--- config.mk ---
export PLATFORM = sky130hd
export DESIGN_NAME = stuffing_tx
export DESIGN_NICKNAME = d
export VERILOG_FILES = /design/src/rtl/stuffing_tx.sv
export SDC_FILE = /design/constraint.sdc
export NUM_CORES = 1
export LEC_CHECK = 0
export ABC_CLOCK_PERIOD_IN_PS = 2700
export BUFFER_PORTS_ARGS = -buffer_cell sky130_fd_sc_hd__buf_2
export CORE_ASPECT_RATIO = 1.1
export CORE_MARGIN = 2
export CORE_UTILIZATION = 23
export DETAILED_ROUTE_END_ITERATION = 7
export PLACE_DENSITY = 0.44
export SETUP_SLACK_MARGIN = 0.1
export SYNTH_ARGS = -nofsm -noshare
export SYNTH_HDL_FRONTEND = slang
export SYNTH_SLANG_ARGS = --single-unit
export TNS_END_PERCENT = 1
--- constraint.sdc ---
create_clock -name clock -period 2.7 [get_ports clock]
set_input_delay 0.405 -clock clock [delete_from_list [all_inputs] [get_ports clock]]
set_output_delay 0.405 -clock clock [all_outputs]
set_load 0.05 [all_outputs]
--- src/rtl/stuffing_tx.sv ---
// -----------------------------------------------------------------------------
// stuffing_tx
//
// Transmit-side CAN bit stuffer. It sits between the MACFSM / transmit shift
// register and the bit-timing transmit output. After five consecutive equal
// bits it inserts one complementary stuff bit. While that bit is on the line it
// raises `stuff` so the MACFSM holds its bit source for that step. The `direct`
// input bypasses stuffing for fixed-form fields such as error/overload flags
// and delimiters, and it restarts run counting.
//
// One step is taken per rising edge of `activ`. Holding `activ` high does not
// repeat the step.
//
// Optional feature macro: TXSTUFF_STATCNT_EN
//   When defined, an 8-bit saturating count of inserted stuff bits is exported
//   on `stfcnt`. Only `reset` clears it. When undefined, neither the port nor
//   the counter exists.
// -----------------------------------------------------------------------------
module stuffing_tx (
    input  logic       clock,
    input  logic       reset,
    input  logic       activ,
    input  logic       direct,
    input  logic       bitin,
    output logic       bitout,
    output logic       stuff
`ifdef TXSTUFF_STATCNT_EN
    ,
    output logic [7:0] stfcnt
`endif
);

    // Kind of action taken at this clock edge.
    typedef enum logic [2:0] {
        BR_HOLD    = 3'd0,  // no step: hold everything except the edge flag
        BR_DIRECT  = 3'd1,  // bypass: pass bitin unstuffed, restart run
        BR_STUFF   = 3'd2,  // run of five complete: insert complement bit
        BR_NEW_RUN = 3'd3,  // first bit after reset or a level change
        BR_EXTEND  = 3'd4   // same level as last bit: lengthen the run
    } branch_e;

    // Number of equal bits that triggers a stuff bit.
    localparam logic [2:0] RUN_LIMIT = 3'd5;

    // Registered state
    logic [2:0] r_count;    // equal bits already sent in the current run
    logic       r_buff;     // last bit sent on the line
    logic       r_edged;    // a step was already taken for this activ pulse
    logic       r_bitout;
    logic       r_stuff;
`ifdef TXSTUFF_STATCNT_EN
    logic [7:0] r_stfcnt;
`endif

    // Combinational next-state
    logic       w_step;
    branch_e    w_branch;
    logic [2:0] w_count_nxt;
    logic       w_buff_nxt;
    logic       w_edged_nxt;
    logic       w_bitout_nxt;
    logic       w_stuff_nxt;
`ifdef TXSTUFF_STATCNT_EN
    logic [7:0] w_stfcnt_nxt;
`endif

    // Returns 1 when the run counter shows a run that has reached the limit.
    function automatic logic run_full(input logic [2:0] cnt);
        return (cnt == RUN_LIMIT);
    endfunction

    // Returns 1 when the run counter holds a value that can still be extended.
    // Counter values above the limit cannot occur. If one ever shows up, it is
    // treated as the start of a new run instead of being extended.
    function automatic logic run_extendable(input logic [2:0] cnt);
        return (cnt != 3'd0) && (cnt < RUN_LIMIT);
    endfunction

    // A step is taken only on the first cycle of an activ pulse.
    assign w_step = activ & ~r_edged;

    // Classify this edge into one of the prioritised step actions.
    always_comb begin
        w_branch = BR_HOLD;
        if (!w_step) begin
            w_branch = BR_HOLD;
        end else if (direct) begin
            w_branch = BR_DIRECT;
        end else if (run_full(r_count)) begin
            w_branch = BR_STUFF;
        end else if ((r_count == 3'd0) || (bitin != r_buff)) begin
            w_branch = BR_NEW_RUN;
        end else if (run_extendable(r_count)) begin
            w_branch = BR_EXTEND;
        end else begin
            w_branch = BR_NEW_RUN;
        end
    end

    // Compute the next bit, the run state and the stuff flag for the chosen action.
    always_comb begin
        w_count_nxt  = r_count;
        w_buff_nxt   = r_buff;
        w_bitout_nxt = r_bitout;
        w_stuff_nxt  = r_stuff;
        case (w_branch)
            BR_HOLD: begin
                w_count_nxt  = r_count;
                w_buff_nxt   = r_buff;
                w_bitout_nxt = r_bitout;
                w_stuff_nxt  = r_stuff;
            end
            BR_DIRECT: begin
                w_bitout_nxt = bitin;
                w_buff_nxt   = bitin;
                w_count_nxt  = 3'd1;
                w_stuff_nxt  = 1'b0;
            end
            BR_STUFF: begin
                // The stuff bit itself is the first bit of the next run.
                w_bitout_nxt = ~r_buff;
                w_buff_nxt   = ~r_buff;
                w_count_nxt  = 3'd1;
                w_stuff_nxt  = 1'b1;
            end
            BR_NEW_RUN: begin
                w_bitout_nxt = bitin;
                w_buff_nxt   = bitin;
                w_count_nxt  = 3'd1;
                w_stuff_nxt  = 1'b0;
            end
            BR_EXTEND: begin
                w_bitout_nxt = bitin;
                w_buff_nxt   = r_buff;
                w_count_nxt  = r_count + 3'd1;
                w_stuff_nxt  = 1'b0;
            end
            default: begin
                // Unreachable encoding: restart cleanly with the presented bit.
                w_bitout_nxt = bitin;
                w_buff_nxt   = bitin;
                w_count_nxt  = 3'd1;
                w_stuff_nxt  = 1'b0;
            end
        endcase
    end

    // The edge flag follows activ. It is set by the step and cleared when activ drops.
    always_comb begin
        w_edged_nxt = r_edged;
        if (activ) begin
            w_edged_nxt = 1'b1;
        end else begin
            w_edged_nxt = 1'b0;
        end
    end

`ifdef TXSTUFF_STATCNT_EN
    // Count inserted stuff bits, saturating at the top of the range.
    always_comb begin
        w_stfcnt_nxt = r_stfcnt;
        if ((w_branch == BR_STUFF) && (r_stfcnt != 8'hFF)) begin
            w_stfcnt_nxt = r_stfcnt + 8'd1;
        end else begin
            w_stfcnt_nxt = r_stfcnt;
        end
    end
`endif

    // State and output registers. Reset wins over any step at the same edge.
    always_ff @(posedge clock) begin
        if (reset) begin
            r_count  <= 3'd0;
            r_buff   <= 1'b1;
            r_edged  <= 1'b0;
            r_bitout <= 1'b1;
            r_stuff  <= 1'b0;
        end else begin
            r_count  <= w_count_nxt;
            r_buff   <= w_buff_nxt;
            r_edged  <= w_edged_nxt;
            r_bitout <= w_bitout_nxt;
            r_stuff  <= w_stuff_nxt;
        end
    end

`ifdef TXSTUFF_STATCNT_EN
    // Stuff-bit statistics register. Only reset clears it.
    always_ff @(posedge clock) begin
        if (reset) begin
            r_stfcnt <= 8'd0;
        end else begin
            r_stfcnt <= w_stfcnt_nxt;
        end
    end

    assign stfcnt = r_stfcnt;
`endif

    assign bitout = r_bitout;
    assign stuff  = r_stuff;

endmodule

# --- After elaboration in Yosys (flattened, before gate mapping) ---
# Cells that the tools add are included.
word_totals:
  reg_bits: 7
  inputBits: 5
  output_inout_bits: 2
  wordCells: 30
op_classes:
  addsub: 1
  magnitude_cmp: 1
  eq_ne: 4
  mux: 10
  n_bitwise: 3
  n_reduce_logical: 6
ops:
  columns: ["cell", "count"]
  rows:
  - ["3-bit two-way mux", 5]
  - ["3-bit equality test, second input constant", 2]
  - ["3-bit zero test", 2]
  - ["1-bit case mux with 2 select lines", 3]
  - ["3-bit case mux with 2 select lines", 1]
  - ["3-bit by 1-bit adder with 3-bit output, second input constant", 1]
  - ["3-bit by 2-bit equality test with 1-bit output, second input constant", 1]
  - ["3-bit < comparator, second input constant", 1]
  - ["3-bit nonzero test", 1]
  - ["1-bit NOT", 2]
  - ["2-bit OR reduction", 1]
  - ["1-bit bitwise AND", 1]
  - ["1-bit logical AND", 1]
  - ["1-bit logical OR", 1]
  - ["1-bit two-way mux", 1]
  - ["1-bit inequality test", 1]

# --- Longest topological paths before layout ---
logic_depth:
  depth_word: 10
  depth_mapped: 5
  depth_no_buf: 5

# --- Worst setup path before layout ---
# Ideal clock, no wire load.
synth_path:
  path_kind: "register -> register"
  start: "register r_count[1]"
  end: "register r_count[0]"
  setup_time_ps: 120
  t_arrival_ps: 1216
  required_time_ps: 2580
  setup_slack_ps: 1364
  stages_incl_launch_ff: 6
  path_buffers: 0
  synth_period_minus_slack_ps: 1336
  cell_sequence: "dfxtp_1 > inv_1 > ha_1 > a21oi_1 > o211ai_2 > o31a_1"
synth_via:
  elab_chain_cells: 9
  elab_cells_between_ends: 14
  cone_classes: "order compare (1); eq/ne (2); mux (6); reduce/logical (5)"
synth_rtl:
  columns: ["element", "line_no", "text"]
  rows:
  - ["start, declared", "46", "logic [2:0] r_count;"]
  - ["start signal, assigned", "179", "r_count <= w_count_nxt;"]
  - ["3-bit < comparator or 3-bit nonzero test (tied branches)", "76", "return (cnt != 3'd0) && (cnt < RUN_LIMIT);"]
  - ["1-bit logical AND", "76", null]
  - ["3-bit two-way mux", "93", "end else if (run_extendable(r_count)) begin"]
  - ["3-bit two-way mux", "91", "end else if ((r_count == 3'd0) || (bitin != r_buff)) begin"]
  - ["3-bit two-way mux *", "89", "end else if (run_full(r_count)) begin"]
  - ["3-bit two-way mux *", "87", "end else if (direct) begin"]
  - ["3-bit two-way mux *", "85", "if (!w_step) begin"]
  - ["3-bit equality test or 3-bit zero test (tied branches)", "106", "case (w_branch)"]
  - ["3-bit case mux with 2 select lines", "106", null]
# Every way passes the cells marked *; elsewhere a longest branch is shown, timed or not.
# A chain may end at the register's enable or synchronous reset.

# --- Worst setup path after layout ---
# Ends and elaborated chain as after synthesis.

==> reports/qor.csv <==
stage;metric;value;unit
run_status;outcome;complete, no violations;
setup_path;crit_fanout;4;
die;io_pins;7;
logic_synthesis;yosysMostFrequentCell;dfxtp_1;
clock_tree;cts_sinks;7;
clock_tree;cts-htree-levels;1;
drt;wire_per_inst;11.5;µm
clock_tree;cts_inserted_buffers;3;
drt;vias;332;
sta;slew_viol_final;0;
hold_path;hp-class;in -> reg;
drt;drc;0;
setup_path;cp.arrival;1.62;ns
die;initial_core_util;23.9;%
drt;finalWirelength;804;µm
clock_tree;clk_pin_slew;0.05;ns
placed_design;io_buffers;6;
final_layout;n_antenna_cell;0;
pwr;power_leakage;0.209;nW
job;maxCapViolCount;0;
logic_synthesis;syn_avg_cell_area;9.69;µm²
logic_synthesis;synth_edf_count;0;
drt;dr.pass1.iters;2;
sta;hold_viol;0;
placed_design;dp_hpwl;622;µm
drt;vias_per_cell;4.74;
sta;fin_crit;1.47;ns
final_layout;drive_above_1_share;26.9;%
setup_path;crit_path_start_kind;flip-flop;
setup_path;crit_type;reg -> reg;
grt;track_usage;9.10;%
clock_tree;cts_root_buffer;clkbuf_4;
sta;rsz0062_at_grt;false;
grt;grt_pass1_vias;359;
logic_synthesis;yosys.area.top_type_share;33.6;%
sta;clock_skew;0.00526;ns
clock_tree;postCtsHoldBufs;0;
logic_synthesis;ys.warnings.count;0;
final_layout;fin_nets;61;
logic_synthesis;synth_common_cells;dfxtp_1 (7), inv_1 (4), a21oi_1 (3), ha_1 (3), o211ai_2 (3);
grt;grt_pass1_wl;1.44;mm
grt;grt.overflow.total;0;
drt;antenna_left;0;
final_layout;syn2layout_area_growth;17.7;%
drt;initialDrtViolationCount;7;
die;num_rows;16;
clock_tree;cts_tree;yes;
logic_synthesis;ys_ff_latch;7;
logic_synthesis;ys_seq_area_share;33.6;%
sta;whs;0.397;ns
final_layout;fill_cells;187;
sta;fin_setup_tns;0;ns
clock_tree;post_cts_buffers;0;
die;die_area;2170;µm²
logic_synthesis;syn_nets;51;
logic_synthesis;synth_top_cells_by_area;dfxtp_1 (34%), ha_1 (9.0%), o211ai_2 (9.0%), o2111ai_1 (4.2%), a21oi_1 (3.6%);
setup_path;crit_required;2.84;ns
logic_synthesis;synth-main-ff-cell;dfxtp_1;
logic_synthesis;ys_types;25;
sta;max_slew_margin;72.4;%
die;core;1740;µm²
placed_design;gp_congestion;0.787;
sta;fmax;678;MHz
grt;antenna_found_initial;0;
die;fp.dieH;48.6;µm
setup_path;worst_setup_path_end_kind;flip-flop;
sta;tightest_slew;0.414;ns
logic_synthesis;async_flop_share;0;%
pwr;p_per_area;494;nW/µm²
die;die_w;44.6;µm
pwr;ir_worst_vdd;0.168;mV
pwr;p_total;0.242;mW
clock_tree;cts.path.max_buffers;2;
grt;grt_max_degree;12;
final_layout;fin_util;28.2;%
logic_synthesis;netlist_instances;43;
logic_synthesis;synth_area_leader_cell;dfxtp_1;
sta;finalSetupViolCount;0;
clock_tree;insertion_delay;0.25;ns
sta;period_share;54.6;%
clock_tree;post_cts_resize_count;0;
logic_synthesis;synth_area;417;µm²
==> final timing paths <==
kind / from / cells after the start / slack (ns) / to
worst max register to register: r_count[1] / 5 / 1.23 / r_count[0]
worst min register to register: bitout / 2 / 0.48 / bitout
worst max-delay path: r_count[1] / 5 / 1.23 / r_count[0]
worst min-delay path: activ / 2 / 0.40 / r_edged
==> registers in the layout (all words and copies together) (netlist names) <==
name and count:
bitout 1, r_buff 1, r_count 3, r_edged 1
stuff 1
==> per-stage QoR <==
step,cell area (µm²),instances,setup slack [ns]
floorplan,417,43,1.36
global placement,464,66,1.19
detailed placement,464,66,1.20
CTS,490,70,1.23
global route,490,70,1.12
finish,490,70,1.23
==> power by group <==
| group | leakage, nW | internal, mW | total (mW) | switching, mW |
|---|---|---|---|---|
| registers | 0.0574 | 0.108 | 0.111 | 0.00345 |
| logic | 0.136 | 0.0123 | 0.0329 | 0.0206 |
| clock network | 0.0150 | 0.0566 | 0.0984 | 0.0418 |
==> critical path, cell delays in order (launching register included) <==
cell and delay (ns):
dfxtp_1 0.38, inv_1 0.08, ha_1 0.21, a21oi_1 0.28
o211ai_2 0.16, o31a_1 0.25
==> routing by layer <==
layer	track usage (%)	share of wire, %	vias up
met5	0	0	-
met1	10.8	47	151
met2	13.3	50	3
met3	1.12	1.7	2
met4	9.09	1.0	0
li1	-	-	176
==> layout make-up <==
class	count	area [µm²]	share of cell area, %
clock buffer	4	26.3	5.36
timing repair buffer	6	30.0	6.12
sequential	7	140	28.6
inverter	4	15.0	3.06
tap	18	22.5	4.59
multi-input combinational	31	256	52.3
==> cell families (layout without fill, tap and decap cells) <==
logic type / count (synthesis) / after routing / share of synthesized area (%)
fa+ha+maj: 3 / 3 / 9.01
xor+xnor: 1 / 1 / 2.10
compound gates: 13 / 13 / 26.4
buf+inv: 5 / 14 / 4.80
mux: 1 / 1 / 2.70
flops: 7 / 7 / 33.6
simple gates: 13 / 13 / 21.3
==> placed cells by master, fill, tap and decap left out, drive strengths merged, types with 2 or more instances in the layout <==
cell type	count
clkbuf	4
a21oi	3
nor3b	2
o2111ai	2
nand2	2
inv	4
o211ai	3
buf	6
dfxtp	7
nor2	2
ha	3
No activity file was read; power rests on OpenSTA's default activity.
